[src/rtl/rot_pkg.sv]
// Shared definitions for the rotary position display path: FSM encoding,
// double-dabble iteration count, BCD digit width and the add-3 digit helper.
package rot_pkg;

  typedef enum logic [1:0] {
    IDLE    = 2'd0,
    CONV    = 2'd1,
    PRESENT = 2'd2
  } state_t;

  localparam int CONV_ITERS = 8;
  localparam int DIGIT_W    = 4;
  localparam int BCD_W      = 3 * DIGIT_W;

  // Double-dabble correction: a digit of 5 or more gets +3 before the shift
  // so that it carries correctly into the next decade.
  function automatic logic [DIGIT_W-1:0] add3(input logic [DIGIT_W-1:0] d);
    return (d >= DIGIT_W'(5)) ? d + DIGIT_W'(3) : d;
  endfunction

endpackage

[src/rtl/rot_position_if.sv]
// Detent input, position output and the LCD update handshake, bundled.
// master: the rotary decoder / LCD writer side; slave: rot_position.
interface rot_position_if;
  import rot_pkg::*;

  logic             rotated;
  logic             dir;
  logic [7:0]       pos;
  logic [BCD_W-1:0] bcd;
  logic             upd_valid;
  logic             upd_ack;

  modport master (
    output rotated, dir, upd_ack,
    input  pos, bcd, upd_valid
  );

  modport slave (
    input  rotated, dir, upd_ack,
    output pos, bcd, upd_valid
  );

endinterface

[src/rtl/bin2bcd8.sv]
// Sequential 8-bit binary to 3-digit BCD converter (double-dabble).
// start loads bin; one add-3-and-shift per cycle; done rises after the last
// iteration and stays high until the next start. bcd is only meaningful
// while done = 1.
module bin2bcd8
  import rot_pkg::*;
(
  input  logic             clk,
  input  logic             rst,
  input  logic             start,
  input  logic [7:0]       bin,
  output logic             done,
  output logic [BCD_W-1:0] bcd
);

  localparam int CNT_W = $clog2(CONV_ITERS);

  // {bcd digits, remaining binary bits}
  logic [BCD_W+7:0] sr_q;
  logic [BCD_W+7:0] sr_next;
  logic [CNT_W-1:0] cnt_q;
  logic             busy_q;
  logic             done_q;
  logic [BCD_W-1:0] adj;

  // Correct every digit, then shift the whole register left by one.
  // NOTE: every always_comb output gets a value before any branch or loop,
  // otherwise an unassigned path would infer a latch.
  always_comb begin
    adj = '0;
    for (int i = 0; i < 3; i++) begin
      adj[i*DIGIT_W +: DIGIT_W] = add3(sr_q[8 + i*DIGIT_W +: DIGIT_W]);
    end
    sr_next = {adj[BCD_W-2:0], sr_q[7:0], 1'b0};
  end

  // Iteration sequencer and shift register.
  // NOTE: state registers use non-blocking assignments so every flop samples
  // the pre-edge values of the others regardless of statement order.
  always_ff @(posedge clk or posedge rst) begin
    if (rst) begin
      sr_q   <= '0;
      cnt_q  <= '0;
      busy_q <= 1'b0;
      done_q <= 1'b0;
    end else if (start) begin
      sr_q   <= {{BCD_W{1'b0}}, bin};
      cnt_q  <= '0;
      busy_q <= 1'b1;
      done_q <= 1'b0;
    end else if (busy_q) begin
      sr_q  <= sr_next;
      cnt_q <= cnt_q + CNT_W'(1);
      if (cnt_q == CNT_W'(CONV_ITERS - 1)) begin
        busy_q <= 1'b0;
        done_q <= 1'b1;
      end
    end
  end

  assign done = done_q;
  assign bcd  = sr_q[BCD_W+7:8];

endmodule

[src/rtl/rot_position.sv]
// Rotary encoder position counter with a BCD display update path.
// Each detent moves pos (wrap or saturate at 0 / MAX_POS) and marks the
// display dirty. When idle and dirty, pos is snapshotted into bin2bcd8; the
// result is presented on bcd with upd_valid until the LCD writer acks.
// Pulses arriving while busy collapse into one follow-up update.
module rot_position
  import rot_pkg::*;
#(
  parameter int WIDTH   = 8,
  parameter int MAX_POS = 99,
  parameter int WRAP    = 1
) (
  input  logic          clk,
  input  logic          rst,
  rot_position_if.slave bus
);

  localparam logic [WIDTH-1:0] MAX_V = WIDTH'(MAX_POS);

  state_t           state_q;
  state_t           state_d;
  logic [WIDTH-1:0] pos_q;
  logic             dirty_q;
  logic             snap;
  logic             load_bcd;
  logic [BCD_W-1:0] bcd_q;
  logic [BCD_W-1:0] conv_bcd;
  logic             conv_done;

  // Position counter: one step per detent, wrapping or saturating at bounds.
  always_ff @(posedge clk or posedge rst) begin
    if (rst) begin
      pos_q <= '0;
    end else if (bus.rotated) begin
      if (bus.dir) begin
        if (pos_q == MAX_V) pos_q <= (WRAP != 0) ? '0 : MAX_V;
        else                pos_q <= pos_q + WIDTH'(1);
      end else begin
        if (pos_q == '0)    pos_q <= (WRAP != 0) ? MAX_V : '0;
        else                pos_q <= pos_q - WIDTH'(1);
      end
    end
  end

  // Dirty flag: set by any detent (even a saturated one) and wins over the
  // clear from a coincident snapshot. Starts set so the LCD gets "000".
  always_ff @(posedge clk or posedge rst) begin
    if (rst)              dirty_q <= 1'b1;
    else if (bus.rotated) dirty_q <= 1'b1;
    else if (snap)        dirty_q <= 1'b0;
  end

  // FSM state register.
  always_ff @(posedge clk or posedge rst) begin
    if (rst) state_q <= IDLE;
    else     state_q <= state_d;
  end

  // FSM next state and control strobes.
  always_comb begin
    state_d  = state_q;
    snap     = 1'b0;
    load_bcd = 1'b0;
    case (state_q)
      IDLE: begin
        if (dirty_q) begin
          snap    = 1'b1;
          state_d = CONV;
        end
      end
      CONV: begin
        if (conv_done) begin
          load_bcd = 1'b1;
          state_d  = PRESENT;
        end
      end
      PRESENT: begin
        if (bus.upd_ack) state_d = IDLE;
      end
      default: state_d = IDLE;
    endcase
  end

  // Presented BCD value: captured once per conversion, held through PRESENT.
  always_ff @(posedge clk or posedge rst) begin
    if (rst)           bcd_q <= '0;
    else if (load_bcd) bcd_q <= conv_bcd;
  end

  bin2bcd8 u_bin2bcd8 (
    .clk   (clk),
    .rst   (rst),
    .start (snap),
    .bin   (pos_q),
    .done  (conv_done),
    .bcd   (conv_bcd)
  );

  assign bus.pos       = pos_q;
  assign bus.bcd       = bcd_q;
  assign bus.upd_valid = (state_q == PRESENT);

endmodule

[src/flat_wrapper.sv]
// flat-port wrapper written by rule: the top's interface ports become plain ports
module rot_position_flat import rot_pkg::*;
#(
  parameter int WIDTH   = 8,
  parameter int MAX_POS = 99,
  parameter int WRAP    = 1
)
  (clk, rst, bus_rotated, bus_dir, bus_upd_ack, bus_pos, bus_bcd, bus_upd_valid);
  rot_position_if bus_i ();
  input  logic clk;
  input  logic rst;
  input wire logic [$bits(bus_i.rotated)-1:0] bus_rotated;
  input wire logic [$bits(bus_i.dir)-1:0] bus_dir;
  input wire logic [$bits(bus_i.upd_ack)-1:0] bus_upd_ack;
  output wire logic [$bits(bus_i.pos)-1:0] bus_pos;
  output wire logic [$bits(bus_i.bcd)-1:0] bus_bcd;
  output wire logic [$bits(bus_i.upd_valid)-1:0] bus_upd_valid;
  assign bus_i.rotated = bus_rotated;
  assign bus_i.dir = bus_dir;
  assign bus_i.upd_ack = bus_upd_ack;
  assign bus_pos = bus_i.pos;
  assign bus_bcd = bus_i.bcd;
  assign bus_upd_valid = bus_i.upd_valid;
  rot_position #(.WIDTH(WIDTH), .MAX_POS(MAX_POS), .WRAP(WRAP)) u_core (.clk(clk), .rst(rst), .bus(bus_i));
endmodule
[config.mk]
export PLATFORM = sky130hd
export DESIGN_NAME = rot_position_flat
export DESIGN_NICKNAME = d
export VERILOG_FILES = /design/src/rtl/rot_pkg.sv /design/src/rtl/rot_position_if.sv /design/src/rtl/bin2bcd8.sv /design/src/rtl/rot_position.sv /design/src/flat_wrapper.sv
export SDC_FILE = /design/constraint.sdc
export NUM_CORES = 1
export LEC_CHECK = 0
export BUFFER_PORTS_ARGS = -buffer_cell sky130_fd_sc_hd__buf_2
export CAP_MARGIN = 10
export CORE_MARGIN = 2
export CORE_UTILIZATION = 45
export DETAILED_ROUTE_END_ITERATION = 8
export MAX_ROUTING_LAYER = met4
export PLACE_DENSITY = 0.75
export SYNTH_ARGS = -nofsm -noshare
export SYNTH_HDL_FRONTEND = slang
export SYNTH_SLANG_ARGS = --single-unit
export TNS_END_PERCENT = 100
[constraint.sdc]
create_clock -name clk -period 2.4 [get_ports clk]
set_input_delay 0.48 -clock clk [delete_from_list [all_inputs] [get_ports clk]]
set_output_delay 0.48 -clock clk [all_outputs]
set_load 0.05 [all_outputs]
==> PnR_summary.wiki <==
{| class="wikitable"
! Metric !! Value
|-
| Run status || finished clean
|-
| Count of flip-flops with a built-in enable after synthesis || 0
|-
| Clock Tree Root || clkbuf_8
|-
| WL per Instance || 14.0 µm
|-
| Crit Path Class || flop to flop
|-
| CTS clk-pin slew, worst paths || 0.10 ns
|-
| Ratio of cells with drive above 1 in the final layout || 0.183
|-
| Total wire length after detailed routing || 5040 µm
|-
| Worst endpoint required time || 2.58 ns
|-
| Overall die width || 79.2 µm
|-
| Post-route setup TNS || 0 ns
|-
| Gate count of the mapped netlist || 266
|-
| Non-Filler Cell Area, Final || 0.00285 mm²
|-
| Pwr dens || 1410 mW/mm²
|-
| Comb pwr share || 0.490
|-
| Vias in the first global route || 1,877
|-
| Leakage power figure || 1.34 nW
|-
| Number of rows in the core area || 27
|-
| Detailed router's first-iteration violation count || 143
|-
| Number of antenna violations at the first check in global routing || 0
|-
| Total congestion overflow after global routing || 0
|-
| Layout Area Growth over Synthesis || 12.0%
|-
| Die outline height || 79.2 µm
|-
| Number of antenna cells inserted || 0
|-
| Final hold violation count || 0
|-
| Internal power || 0.00211 W
|-
| Clock buffers created by TritonCTS || 5
|-
| Insertion delay to the later sink of the worst-skew pair || 0.30 ns
|-
| Slew @ Worst Pin || 0.699 ns
|-
| Met3 Track Usage GR || 0.0295
|-
| Half-perimeter wire length of the detailed placement result || 3570 µm
|-
| Total routing resource utilization after global routing || 0.177
|-
| Placer Congestion || 0.957
|-
| Synthesis-stage register bit count || 48
|-
| Num Clock Sinks || 48
|-
| Relative contribution of the clock network to total power || 0.129
|-
| Routed Antenna Nets || 0
|-
| Mean area per synthesized cell || 9.58 µm²
|-
| Initial core utilization || 0.465
|-
| Combined area of all synthesized cells || 0.00255 mm²
|-
| Number of cells upsized or downsized after cts || 0
|-
| Total count of max-transition violations in the final report || 0
|-
| Max Buffers Root-to-Sink || 2
|-
| Area of the core || 0.00547 mm²
|-
| Net count after synthesis || 282
|-
| Setup-failing EPs final || 0
|-
| Clock H-tree levels || 2
|-
| Number of maximum-capacitance violations || 0
|-
| Number of warning messages in the yosys log || 0
|-
| Fraction of met2 tracks used by global routing || 0.301
|-
| Layer with the highest usage || met2
|-
| Via count of the routed design || 1,998
|-
| Net switching power of the design || 0.00191 W
|-
| Critical-path maximum fanout || 11
|-
| Post-layout min period || 1.89 ns
|-
| Class of the tightest hold or removal check || input pin to async pin
|-
| Fin crit share || 0.787
|-
| Number of iterations in the first detailed-routing pass || 4
|-
| Die ar. || 0.00628 mm²
|-
| Max Clock Freq || 529 MHz
|-
| IR Drop Worst-Case VDD || 0.000635 V
|-
| RSZ-0062 raised after global routing || no
|-
| Worst Setup End Kind || flop
|-
| Wire length of the first global-routing pass || 8560 µm
|-
| Number of different library cells in the post-synthesis netlist || 41
|-
| Critical Path Source Type || flop
|-
| Pin count of the biggest net entering global routing || 26
|-
| Number of nets in the finished design || 304
|-
| Primary flip-flop cell chosen by synthesis mapping || dfrtp_1
|-
| Number of vias per cell || 5.53
|-
| Met1 track utilization from global routing || 0.210
|-
| Clock tree from TritonCTS || done
|-
| Skew final || 0.0160 ns
|-
| Count of input and output buffers || 25
|-
| CP arrival || 2.07 ns
|-
| Share of power burned in registers || 0.381
|-
| Portion of the post-synthesis area used by sequential elements || 0.472
|-
| Placed cell area || 0.00276 mm²
|-
| I/O pin total || 26
|-
| Number of buffers inserted for hold repair after clock tree synthesis || 0
|-
| Detailed-route DRC error count || 0
|-
| Sw frac || 0.475
|-
| Worst slew margin relative to its limit || 0.532
|-
| Proportion of synthesized flip-flops having asynchronous set or reset || 1.00
|-
| Number of setup buffers added after CTS || 0
|}
-- final timing paths --
check | slack, ns | from | depth (start not counted) | endpoint
worst min-delay path | 0.21 | rst | 2 | u_core.bus.pos[4]$_DFFE_PP0P_
worst min register to register | 0.48 | u_core.bus.bcd[5]$_DFFE_PP0P_ | 2 | u_core.bus.bcd[5]$_DFFE_PP0P_
worst max register to register | 0.51 | u_core.bus.pos[0]$_DFFE_PP0P_ | 6 | u_core.bus.pos[2]$_DFFE_PP0P_
max in group asynchronous | 1.66 | rst | 3 | u_core.u_bin2bcd8.sr_q[11]$_DFFE_PP0P_
worst max-delay path | 0.51 | u_core.bus.pos[0]$_DFFE_PP0P_ | 6 | u_core.bus.pos[2]$_DFFE_PP0P_
min in group clk | 0.37 | bus_upd_ack | 2 | u_core.state_q[1]$_DFFE_PP0P_
-- cells in the final DEF (no fill, tap or decap), types with 2 or more instances in the layout --
cell type | Yosys | final
ha_1 | 11 | 11
o21ai_0 | 28 | 28
mux2i_1 | 10 | 10
nor2_1 | 13 | 13
nand2_1 | 25 | 25
o211ai_1 | 2 | 2
inv_1 | 15 | 14
mux2_2 | 9 | 9
clkbuf_8 | 0 | 6
a21oi_1 | 16 | 16
nor4_2 | 2 | 2
a31oi_1 | 2 | 2
nor3b_1 | 4 | 3
buf_4 | 0 | 4
and3_1 | 2 | 2
a311oi_1 | 3 | 3
nor3_1 | 6 | 6
a211oi_1 | 4 | 4
xnor2_1 | 5 | 5
nand3_1 | 10 | 10
dfrtp_1 | 47 | 47
o22ai_1 | 6 | 6
nand2b_1 | 14 | 14
buf_2 | 3 | 25
-- synth_stat cells (4+ instances only) --
master | number | area share
a211oi_1 | 4 | 0.012
mux2i_1 | 10 | 0.039
clkbuf_1 | 11 | 0.016
nor2_1 | 13 | 0.019
nand2_1 | 25 | 0.037
ha_1 | 11 | 0.054
inv_1 | 15 | 0.022
nor3b_1 | 4 | 0.012
a21oi_1 | 16 | 0.031
dfrtp_1 | 47 | 0.46
nand3_1 | 10 | 0.020
nor3_1 | 6 | 0.012
xnor2_1 | 5 | 0.017
nand2b_1 | 14 | 0.034
o22ai_1 | 6 | 0.015
o21ai_0 | 28 | 0.055
mux2_2 | 9 | 0.040
-- power groups by stage --
stage / clock network (W) / logic [W] / registers (W)
after detailed placement: 0 / 0.00199 / 0.00154
after global placement: 0 / 0.00193 / 0.00153
after floorplan: 0 / 0.00123 / 0.00184
final: 0.000519 / 0.00197 / 0.00153
after CTS: 0.000529 / 0.00199 / 0.00153
after global routing: 0.000561 / 0.00219 / 0.00159
-- sequential cells by signal, summed over array words and instances (netlist names) --
register                  count
u_core.bus.pos                8
u_core.u_bin2bcd8.cnt_q       3
u_core.u_bin2bcd8.done        1
u_core.bus.bcd               12
u_core.dirty_q                1
u_core.u_bin2bcd8.sr_q       20
u_core.state_q                2
u_core.u_bin2bcd8.busy_q      1
-- cell type report --
class / count / area [µm²]
clock inverters: 2 / 13.8
repair buffers: 30 / 175
well taps: 72 / 90.1
clock buffers: 6 / 82.6
flip-flops and latches: 48 / 1200
multi-input cells: 188 / 1230
inverters: 15 / 56.3
fillers: 515 / 2620
-- per-layer routing --
layer | wire (µm) | up-vias
met5 | 0 | -
met4 | 74 | 0
met3 | 203 | 7
met2 | 2510 | 50
met1 | 2250 | 962
li1 | - | 979
-- metrics by stage --
step	total power, W	hold slack [ns]	utilization	worst slack [ns]	instances
6_report	0.00402	0.207	0.521	0.511	361
5_1_grt	0.00434	0.252	0.521	0.363	361
4_1_cts	0.00405	0.221	0.521	0.560	361
3_5_place_dp	0.00353	0.466	0.504	0.593	353
3_3_place_gp	0.00346	0.456	0.504	0.606	353
2_1_floorplan	0.00307	0.448	-	0.351	266
-- kinds of logic after synthesis --
family,Yosys count,synth area share
mux,19,0.0791
fa+ha+maj,11,0.0540
xor+xnor,5,0.0172
simple gates,84,0.173
compound gates,69,0.159
flops,48,0.472
buf+inv,30,0.0457
-- worst max-delay path, stage by stage (launching register included) --
cell     delay (ns)
dfrtp_1        0.50
inv_1          0.15
ha_1           0.21
nor3b_1        0.45
a21oi_1        0.19
a21oi_1        0.18
a22oi_1        0.08
Note: power is estimated with default switching activity, not from simulation.
